--- src/rtl/two_parallel_sched.sv ---
// two_parallel_sched: packs a serial sample stream into (din1, din2) pairs for
// a two-parallel filter, tracks the filter latency with per-word valid flags,
// and re-serializes the two result words onto a valid/ready output stream.
// A flush pads an odd trailing sample with zero and drains the filter pipe.
module two_parallel_sched #(
    parameter int DW  = 16,
    parameter int OW  = 64,
    parameter int LAT = 2
) (
    input  logic          clk,
    input  logic          rst,
    input  logic [DW-1:0] s_data,
    input  logic          s_valid,
    output logic          s_ready,
    input  logic          flush,
    output logic          flush_done,
    output logic          fir_ce,
    output logic [DW-1:0] fir_din1,
    output logic [DW-1:0] fir_din2,
    input  logic [OW-1:0] fir_dout1,
    input  logic [OW-1:0] fir_dout2,
    output logic [OW-1:0] m_data,
    output logic          m_valid,
    input  logic          m_ready
);

    typedef enum logic [1:0] {
        ST_EMPTY = 2'd0,
        ST_HALF  = 2'd1,
        ST_FULL  = 2'd2,
        ST_DRAIN = 2'd3
    } state_t;

    state_t        r_state;
    state_t        w_state_next;

    logic [DW-1:0] r_slot_a;
    logic [DW-1:0] r_slot_b;
    logic [1:0]    r_pair_flags;     // bit0 = din1 word real, bit1 = din2 word real
    logic          r_flush_pend;
    logic [3:0]    r_drain_cnt;
    logic [1:0]    r_pipe [LAT];     // flags travelling alongside the filter pipeline
    logic [OW-1:0] r_buf1;
    logic [OW-1:0] r_buf2;
    logic [1:0]    r_bflag;          // words still waiting in the output buffer
    logic [DW-1:0] r_din1;
    logic [DW-1:0] r_din2;

    logic          w_accept;
    logic          w_buf_free;
    logic          w_issue;
    logic          w_pipe_any;
    logic          w_drain_last;
    logic [1:0]    w_issue_flags;
    logic [1:0]    w_exit_flags;

    assign w_accept     = s_valid & s_ready;
    assign w_exit_flags = r_pipe[LAT-1];
    assign w_drain_last = (r_drain_cnt == 4'(LAT - 1));
    assign m_valid      = |r_bflag;
    assign m_data       = r_bflag[0] ? r_buf1 : r_buf2;

    // Buffer can take a new capture if empty, or if its only remaining word leaves now
    assign w_buf_free = (r_bflag == 2'b00) |
                        (m_ready & ((r_bflag == 2'b01) | (r_bflag == 2'b10)));

    // Any real word still inside the filter pipeline
    always_comb begin
        w_pipe_any = 1'b0;
        for (int i = 0; i < LAT; i++) begin
            w_pipe_any = w_pipe_any | (|r_pipe[i]);
        end
    end

    // State register
    always_ff @(posedge clk) begin
        if (!rst) begin
            r_state <= ST_EMPTY;
        end else begin
            r_state <= w_state_next;
        end
    end

    // Next-state logic
    always_comb begin
        w_state_next = r_state;
        case (r_state)
            ST_EMPTY: begin
                if (r_flush_pend) begin
                    if (w_pipe_any) w_state_next = ST_DRAIN;
                end else if (w_accept) begin
                    w_state_next = ST_HALF;
                end
            end
            ST_HALF: begin
                if (r_flush_pend || w_accept) w_state_next = ST_FULL;
            end
            ST_FULL: begin
                if (w_issue) w_state_next = ST_EMPTY;
            end
            ST_DRAIN: begin
                if (w_issue && w_drain_last) w_state_next = ST_EMPTY;
            end
            default: w_state_next = ST_EMPTY;
        endcase
    end

    // Outputs decoded from the state: handshake, issue strobe, filter inputs, flush completion
    always_comb begin
        s_ready       = rst & ((r_state == ST_EMPTY) | (r_state == ST_HALF)) & ~r_flush_pend;
        w_issue       = rst & ((r_state == ST_FULL) | (r_state == ST_DRAIN)) & w_buf_free;
        fir_ce        = w_issue;
        w_issue_flags = (r_state == ST_DRAIN) ? 2'b00 : r_pair_flags;
        fir_din1      = r_din1;
        fir_din2      = r_din2;
        if (w_issue) begin
            fir_din1 = (r_state == ST_DRAIN) ? '0 : r_slot_a;
            fir_din2 = (r_state == ST_DRAIN) ? '0 : r_slot_b;
        end
        flush_done    = rst & (r_state == ST_EMPTY) & r_flush_pend & ~w_pipe_any &
                        (r_bflag == 2'b00);
    end

    // Sample slots, flush latch, drain counter, flag pipe and output buffer
    always_ff @(posedge clk) begin
        if (!rst) begin
            r_slot_a     <= '0;
            r_slot_b     <= '0;
            r_pair_flags <= 2'b00;
            r_flush_pend <= 1'b0;
            r_drain_cnt  <= '0;
            r_buf1       <= '0;
            r_buf2       <= '0;
            r_bflag      <= 2'b00;
            r_din1       <= '0;
            r_din2       <= '0;
            for (int i = 0; i < LAT; i++) begin
                r_pipe[i] <= 2'b00;
            end
        end else begin
            if (w_accept && r_state == ST_EMPTY) begin
                r_slot_a <= s_data;
            end
            if (r_state == ST_HALF) begin
                if (r_flush_pend) begin
                    r_slot_b     <= '0;
                    r_pair_flags <= 2'b01;
                end else if (w_accept) begin
                    r_slot_b     <= s_data;
                    r_pair_flags <= 2'b11;
                end
            end

            if (flush_done) begin
                r_flush_pend <= 1'b0;
            end else if (flush) begin
                r_flush_pend <= 1'b1;
            end

            if (w_issue && r_state == ST_DRAIN) begin
                r_drain_cnt <= w_drain_last ? 4'd0 : r_drain_cnt + 4'd1;
            end

            if (w_issue) begin
                for (int i = LAT - 1; i > 0; i--) begin
                    r_pipe[i] <= r_pipe[i-1];
                end
                r_pipe[0] <= w_issue_flags;
                r_buf1    <= fir_dout1;
                r_buf2    <= fir_dout2;
                r_bflag   <= w_exit_flags;
                r_din1    <= fir_din1;
                r_din2    <= fir_din2;
            end else if (m_valid && m_ready) begin
                // Retire the word currently presented (din1 slot first)
                if (r_bflag[0]) r_bflag[0] <= 1'b0;
                else            r_bflag[1] <= 1'b0;
            end
        end
    end

endmodule

--- config.mk ---
export PLATFORM = sky130hd
export DESIGN_NAME = two_parallel_sched
export DESIGN_NICKNAME = d
export VERILOG_FILES = /design/src/rtl/two_parallel_sched.sv
export SDC_FILE = /design/constraint.sdc
export NUM_CORES = 1
export LEC_CHECK = 0
export CORE_MARGIN = 2
export CORE_UTILIZATION = 48
export DETAILED_ROUTE_END_ITERATION = 10
export HOLD_SLACK_MARGIN = 0.03
export PLACE_DENSITY_LB_ADDON = 0.3
export SYNTH_ARGS = -nofsm -noshare
export SYNTH_HDL_FRONTEND = slang
export SYNTH_SLANG_ARGS = --single-unit
export TNS_END_PERCENT = 50
--- constraint.sdc ---
create_clock -name clk -period 3.9 [get_ports clk]
set_input_delay 1.17 -clock clk [delete_from_list [all_inputs] [get_ports clk]]
set_output_delay 1.17 -clock clk [all_outputs]
set_load 0.05 [all_outputs]
==> Word-level counts from Yosys, hierarchy flattened <==
Memories as Yosys holds them, arrays and structs flattened.
Cells that the tools add are included.
{ "word_totals": {"input_bits": 149, "output_inout_bits": 100, "ff_bits": 203, "mem_bits_rw": 4, "n_memories": 1} }
{ "memory_table": {"columns": ["name", "words", "width", "read_ports", "rd_clocked_by_memory_dff", "wr", "line", "rtl"], "rows": [
  ["r_pipe", 2, 2, 2, 0, 2, "42", "logic [1:0] r_pipe [LAT];"]
]} }
{ "classes": {"bitwise": 20, "n_addsub": 1, "n_eq_ne": 12, "reduce_logical": 16, "mux": 27} }
{ "ops": {"columns": ["operator", "n"], "rows": [
  ["$mux W16", 6],
  ["$mux W64", 1],
  ["$mux W2", 13],
  ["$and A1 B1 Y1", 10],
  ["$pmux W2 S4", 1],
  ["$reduce_or A2 Y1", 4],
  ["$or A1 B1 Y1", 7],
  ["$eq A2 B2 Y1 const B", 3],
  ["$ne A2 B2 Y1 const B", 3],
  ["$ne A3 B3 Y1 const B", 2],
  ["$mux W1", 5],
  ["$reduce_and A5 Y1", 1],
  ["$add A4 B1 Y4 const B", 1],
  ["$eq A2 B1 Y1 const B", 2],
  ["$eq A4 B1 Y1 const B", 1],
  ["$logic_and A1 B1 Y1", 4],
  ["$logic_not A2 Y1", 2],
  ["$mux W4", 1],
  ["$reduce_and A2 Y1", 2],
  ["$reduce_bool A2 Y1", 2],
  ["$not A1 Y1", 3],
  ["$ne A2 B1 Y1 const B", 1],
  ["$logic_or A1 B1 Y1", 1]
]} }

==> Depth between registers and ports, before layout <==
Gate-level depths: netlist of the first run.
{ "logic_depth": {"depth_word": 9, "ltp_mapped": 9} }

==> Worst setup path after synthesis of the first run <==
No wires, ideal clock.
{ "synth_timing": {"path_type": "input port to output port", "from": "in rst", "to": "out flush_done", "n_path_buf": 2, "stages": 4, "required_ns": 2.730, "arrival_ns": 3.057, "setup_slack_ns": -0.327, "cell_sequence": "buf_6 > clkbuf_1 > nand2_1 > nor4_1"} }
{ "synth_via": {"elab_chain_len": 4} }
{ "synth_rtl": {"columns": ["item", "line", "rtl"], "rows": [
  ["start, declared", "11", "input logic rst,"],
  ["$and A1 B1 Y1 (4 in series)", "120", "flush_done = rst & (r_state == ST_EMPTY) & r_flush_pend & ~w_pipe_any &"],
  ["end, declared", "16", "output logic flush_done,"]
]} }
No other way between the ends.

==> Worst setup path in the final report of the first run <==
{ "layout_timing": {"from": "in m_ready", "to": "out fir_din2[3]"} }
{ "layout_via": {"elab_chain_len": 4} }
{ "layout_rtl": {"columns": ["item", "line", "rtl"], "rows": [
  ["start, declared", "24", "input logic m_ready"],
  ["$and A1 B1 Y1", "65", "(m_ready & ((r_bflag == 2'b01) | (r_bflag == 2'b10)));"],
  ["$or A1 B1 Y1", "64", "assign w_buf_free = (r_bflag == 2'b00) |"],
  ["$and A1 B1 Y1", "111", "w_issue = rst & ((r_state == ST_FULL) | (r_state == ST_DRAIN)) & w_buf_free;"],
  ["$mux W16", "116", "if (w_issue) begin"],
  ["end, declared", "19", "output logic [DW-1:0] fir_din2,"]
]} }
No other way between the ends.

==> results of run 1 <==
## worst min-delay path, cell delays in order, from the launching register on
cell,delay [ns]
dfxtp_1,0.30
nand2_1,0.05
o21ai_0,0.06
## metrics by stage
| stage | util (%) | worst slack (ns) | total power [mW] |
|---|---|---|---|
| 4_1_cts | 70.7 | 0.0787 | 5.74 |
| 2_1_floorplan | - | -0.0329 | 3.05 |
| 3_5_place_dp | 66.0 | 0.0919 | 3.49 |
| 6_report | 70.7 | 0.0703 | 5.72 |
| 3_3_place_gp | 66.0 | 0.111 | 3.48 |
| 5_1_grt | 70.7 | 0.00840 | 5.92 |
## cells by family (layout without fill, tap and decap cells)
| logic type | count (synthesis) | after routing | share of synthesized area, % |
|---|---|---|---|
| fa+ha+maj | 1 | 1 | 0.146 |
| simple gates | 350 | 350 | 19.2 |
| buf+inv | 108 | 314 | 5.49 |
| xor+xnor | 1 | 1 | 0.102 |
| flops | 207 | 207 | 48.8 |
| compound gates | 282 | 282 | 17.7 |
| mux | 66 | 66 | 8.64 |
## layout by cell type, fill, tap and decap left out, types with 3 or more instances in the layout
master,count
clkdlybuf4s50_1,211
dfxtp_1,202
o21ai_0,179
nand3_1,147
nand2_1,146
a21oi_1,73
mux2_2,64
buf_12,38
nand4_1,33
clkbuf_16,24
buf_4,18
a22o_1,17
clkbuf_8,8
and3_1,5
inv_1,4
edfxtp_1,4
nor2_1,3
clkbuf_1,3
## state kept, by name, summed over array words and instances, names as in the netlist
signal	flops
r_flush_pend	1
r_pair_flags	2
r_bflag	2
r_drain_cnt	4
r_slot_a	16
r_buf2	64
r_din1	16
r_buf1	64
r_state	2
r_pipe	4
r_slot_b	16
r_din2	16
## layout make-up
class | instances | area, µm² | area share [%]
Clock inverter | 6 | 86.3 | 0.704
Timing Repair Buffer | 267 | 3010 | 24.5
Multi-Input combinational cell | 700 | 3960 | 32.3
Tap cell | 225 | 282 | 2.30
Inverter | 6 | 22.5 | 0.184
Clock buffer | 35 | 722 | 5.89
Sequential cell | 207 | 4190 | 34.1
## per-layer routing
| metal | vias up | track usage [%] | wire length, µm |
|---|---|---|---|
| li1 | 3978 | - | - |
| met1 | 3940 | 34.0 | 10700 |
| met2 | 299 | 42.4 | 12000 |
| met3 | 46 | 5.81 | 2130 |
| met4 | 0 | 7.67 | 605 |
| met5 | - | 0 | 0 |
## worst paths after layout
kind                               endpoint  slack (ns)  cells after the start
worst max register to register    r_buf2[1]        1.35                      7
worst min-delay path              r_buf2[2]        0.45                      2
worst min register to register    r_buf2[2]        0.45                      2
worst max-delay path            fir_din2[3]        0.07                      5
## power by group through the flow
stage / combinational (mW) / sequential (mW) / clock, mW
4_1_cts: 1.10 / 2.36 / 2.29
3_5_place_dp: 1.09 / 2.40 / 0
2_1_floorplan: 0.684 / 2.36 / 0
3_3_place_gp: 1.09 / 2.40 / 0
6_report: 1.10 / 2.36 / 2.26
5_1_grt: 1.17 / 2.38 / 2.37
==> report_table.html, run 1 <==
<table>
<tr><th>Metric</th><th>Value</th></tr>
<tr><th colspan="2">Outcome</th></tr>
<tr><td>Outcome</td><td>completed</td></tr>
<tr><th colspan="2">Timing</th></tr>
<tr><td>Unrepaired setup endpoints after global routing</td><td>no</td></tr>
<tr><td>Max Fclk</td><td>0.261 GHz</td></tr>
<tr><td>Fin crit share</td><td>98.2%</td></tr>
<tr><td>Final setup vio count</td><td>0</td></tr>
<tr><td>Number of max-slew violations in the final report</td><td>0</td></tr>
<tr><td>Total negative setup slack</td><td>0 ns</td></tr>
<tr><td>Normalized max-slew margin</td><td>44.9%</td></tr>
<tr><td>Layout Skew</td><td>0.0103 ns</td></tr>
<tr><td>Hold Violations, Final</td><td>0</td></tr>
<tr><td>Transition at the pin with the smallest max-transition slack</td><td>0.827 ns</td></tr>
<tr><td>Worst hold slack</td><td>about 0.45 ns</td></tr>
<tr><td>Minimum clock period</td><td>3.83 ns</td></tr>
<tr><th colspan="2">Setup path</th></tr>
<tr><td>Largest stage delay, worst path</td><td>between 0.5 and 0.6 ns</td></tr>
<tr><td>Crit path max-delay cell type</td><td>clkdlybuf4s50_1</td></tr>
<tr><td>Critical path startpoint category</td><td>input port</td></tr>
<tr><td>Worst R2R Start</td><td>r_bflag[0]</td></tr>
<tr><td>CP endpoint kind</td><td>output port</td></tr>
<tr><td>Critical-path cell list</td><td>clkdlybuf4s50_1, a21o_4, nand4_1, nand2_1, buf_12</td></tr>
<tr><td>Maximum fanout count along the critical path</td><td>34</td></tr>
<tr><td>Worst path arrival time</td><td>2.66 ns</td></tr>
<tr><td>Cell type group with the largest total delay on the critical path</td><td>buffers and inverters</td></tr>
<tr><td>Data required time of the worst path</td><td>2.73 ns</td></tr>
<tr><td>Critical path launch point</td><td>m_ready</td></tr>
<tr><td>Crit path buffers/inverters</td><td>2</td></tr>
<tr><td>Class of the most critical setup path</td><td>in2out</td></tr>
<tr><th colspan="2">Placement</th></tr>
<tr><td>Placed instance count</td><td>1405</td></tr>
<tr><td>Count of input and output buffers</td><td>248</td></tr>
<tr><td>Final weighted congestion in routability-driven placement</td><td>0.793</td></tr>
<tr><td>Dpl cell area</td><td>around 0.011 mm²</td></tr>
<tr><td>Total half-perimeter wirelength after legalization and detailed placement</td><td>16.0 mm</td></tr>
<tr><th colspan="2">Global route</th></tr>
<tr><td>Number of antenna violations at the first check in global routing</td><td>0</td></tr>
<tr><td>Wire length of the first global-routing pass</td><td>between 30 and 40 mm</td></tr>
<tr><td>Number of global-route vias before repair</td><td>between 7000 and 8000</td></tr>
<tr><td>Overflow left after global routing</td><td>0</td></tr>
<tr><td>Pin count of the biggest net entering global routing</td><td>93</td></tr>
<tr><td>Total GRT Usage</td><td>25.8%</td></tr>
<tr><th colspan="2">Synth</th></tr>
<tr><td>Count of unique library cells instantiated by Yosys</td><td>between 40 and 50</td></tr>
<tr><td>Sequential area share after synthesis</td><td>48.8%</td></tr>
<tr><td>Synth top area share</td><td>a little under half</td></tr>
<tr><td>Number of synthesized flops with an enable pin</td><td>4</td></tr>
<tr><td>Syn_area_per_cell</td><td>8.45 µm²</td></tr>
<tr><td>Post-synthesis instance area</td><td>0.00858 mm²</td></tr>
<tr><td>Main flop type after synthesis</td><td>dfxtp_1</td></tr>
<tr><td>Net count of the mapped netlist</td><td>1165</td></tr>
<tr><td>Dominant cell by count in the synthesized netlist</td><td>dfxtp_1</td></tr>
<tr><td>Cell taking the most area after synthesis</td><td>dfxtp_1</td></tr>
<tr><td>Commonest cells in the synthesized netlist</td><td>dfxtp_1, o21ai_0, nand2_1, nand3_1, a21oi_1</td></tr>
<tr><td>Register bit count reported by yosys</td><td>approximately 210</td></tr>
<tr><td>Synth top area cells</td><td>dfxtp_1, o21ai_0, nand3_1, mux2_2, nand2_1</td></tr>
<tr><td>Cell count after synthesis</td><td>just over 1000</td></tr>
<tr><td>Share of synthesized flip-flops with an asynchronous set or reset</td><td>0%</td></tr>
<tr><td>Ys Warns</td><td>0</td></tr>
<tr><th colspan="2">Run</th></tr>
<tr><td># Max-Cap Violations</td><td>0</td></tr>
<tr><th colspan="2">Finish</th></tr>
<tr><td>Number of inserted diodes</td><td>0</td></tr>
<tr><td>Syn-to-layout area delta</td><td>43.0%</td></tr>
<tr><td>Fraction of final layout cells with drive strength greater than 1</td><td>13.7%</td></tr>
<tr><td>Number of nets at the end of the flow</td><td>approximately 1400</td></tr>
<tr><td>Area of all placed cells without fillers</td><td>about 0.012 mm²</td></tr>
<tr><td>Post-Layout Cell Count</td><td>~1400</td></tr>
<tr><td>Count of filler cells inserted in the layout</td><td>1362</td></tr>
<tr><th colspan="2">Pwr</th></tr>
<tr><td>Power share of the combinational group</td><td>19.2%</td></tr>
<tr><td>Largest voltage drop on the vdd net</td><td>0.000356 V</td></tr>
<tr><td>Proportion of total power due to net switching</td><td>28.2%</td></tr>
<tr><td>Cell leakage power</td><td>4.54 nW</td></tr>
<tr><td>Switching power total</td><td>approximately 1.6 mW</td></tr>
<tr><td>Register share of total power</td><td>41.3%</td></tr>
<tr><td>Relative contribution of the clock network to total power</td><td>39.5%</td></tr>
<tr><td>Pwr/cell area</td><td>466 mW/mm²</td></tr>
<tr><td>Internal power of the cells</td><td>4.11 mW</td></tr>
<tr><th colspan="2">Detailed routing</th></tr>
<tr><td>Number of DRC violations after detailed-routing iteration 0</td><td>631</td></tr>
<tr><td>Number of nets with antenna violations after routing</td><td>0</td></tr>
<tr><td>Total detailed-routing wirelength</td><td>25.5 mm</td></tr>
<tr><td>Drt wl/cell</td><td>17.6 µm</td></tr>
<tr><td>Total via count after detailed routing</td><td>8263</td></tr>
<tr><td>Avg Vias per Cell</td><td>around 5.7</td></tr>
<tr><td>Total DRC errors in the routed layout</td><td>0</td></tr>
<tr><td>Detailed Routing Iterations Pass 1</td><td>4</td></tr>
<tr><th colspan="2">Die</th></tr>
<tr><td>Starting utilization of the core area</td><td>49.4%</td></tr>
<tr><td>Core Footprint</td><td>0.0174 mm²</td></tr>
<tr><td>Standard-cell row count</td><td>48</td></tr>
<tr><td>Width of the die</td><td>138 µm</td></tr>
<tr><td>Ports</td><td>between 200 and 250</td></tr>
<tr><td>Die outline height</td><td>about 140 µm</td></tr>
<tr><td>Die area</td><td>approximately 0.019 mm²</td></tr>
<tr><th colspan="2">Hold path</th></tr>
<tr><td>Startpoint of the lowest-slack hold path</td><td>r_buf2[2]</td></tr>
<tr><td>Worst min-delay path class</td><td>reg2reg</td></tr>
<tr><th colspan="2">CTS</th></tr>
<tr><td>CTS clk-pin slew, worst paths</td><td>0.06 ns</td></tr>
<tr><td>CTS tree</td><td>built</td></tr>
<tr><td>Clk Latency, worst-skew pair</td><td>0.50 ns</td></tr>
<tr><td>CTS HTree Levels</td><td>1</td></tr>
<tr><td>Clock Sinks</td><td>207</td></tr>
<tr><td>Number of gates resized after CTS</td><td>0</td></tr>
<tr><td>Number of buffers inserted by hold repair at cts</td><td>0</td></tr>
<tr><td>Clock buffer depth</td><td>3</td></tr>
<tr><td>CTS Buf Count</td><td>23</td></tr>
<tr><td>CTS Root Buffer Type</td><td>clkbuf_16</td></tr>
<tr><td>Post-CTS Setup Inserts</td><td>0</td></tr>
</table>
No activity file was read; power rests on OpenSTA's default activity.
==> run 2, diff against run 1 <==
--- a/config.mk
+++ b/config.mk
@@ -10,6 +10,7 @@
 export DETAILED_ROUTE_END_ITERATION = 10
 export HOLD_SLACK_MARGIN = 0.03
 export PLACE_DENSITY_LB_ADDON = 0.3
+export SLEW_MARGIN = 20
 export SYNTH_ARGS = -nofsm -noshare
 export SYNTH_HDL_FRONTEND = slang
 export SYNTH_SLANG_ARGS = --single-unit
==> results of run 2 <==
Same layout as run 1: the final DEF is identical, and so are final timing and power.
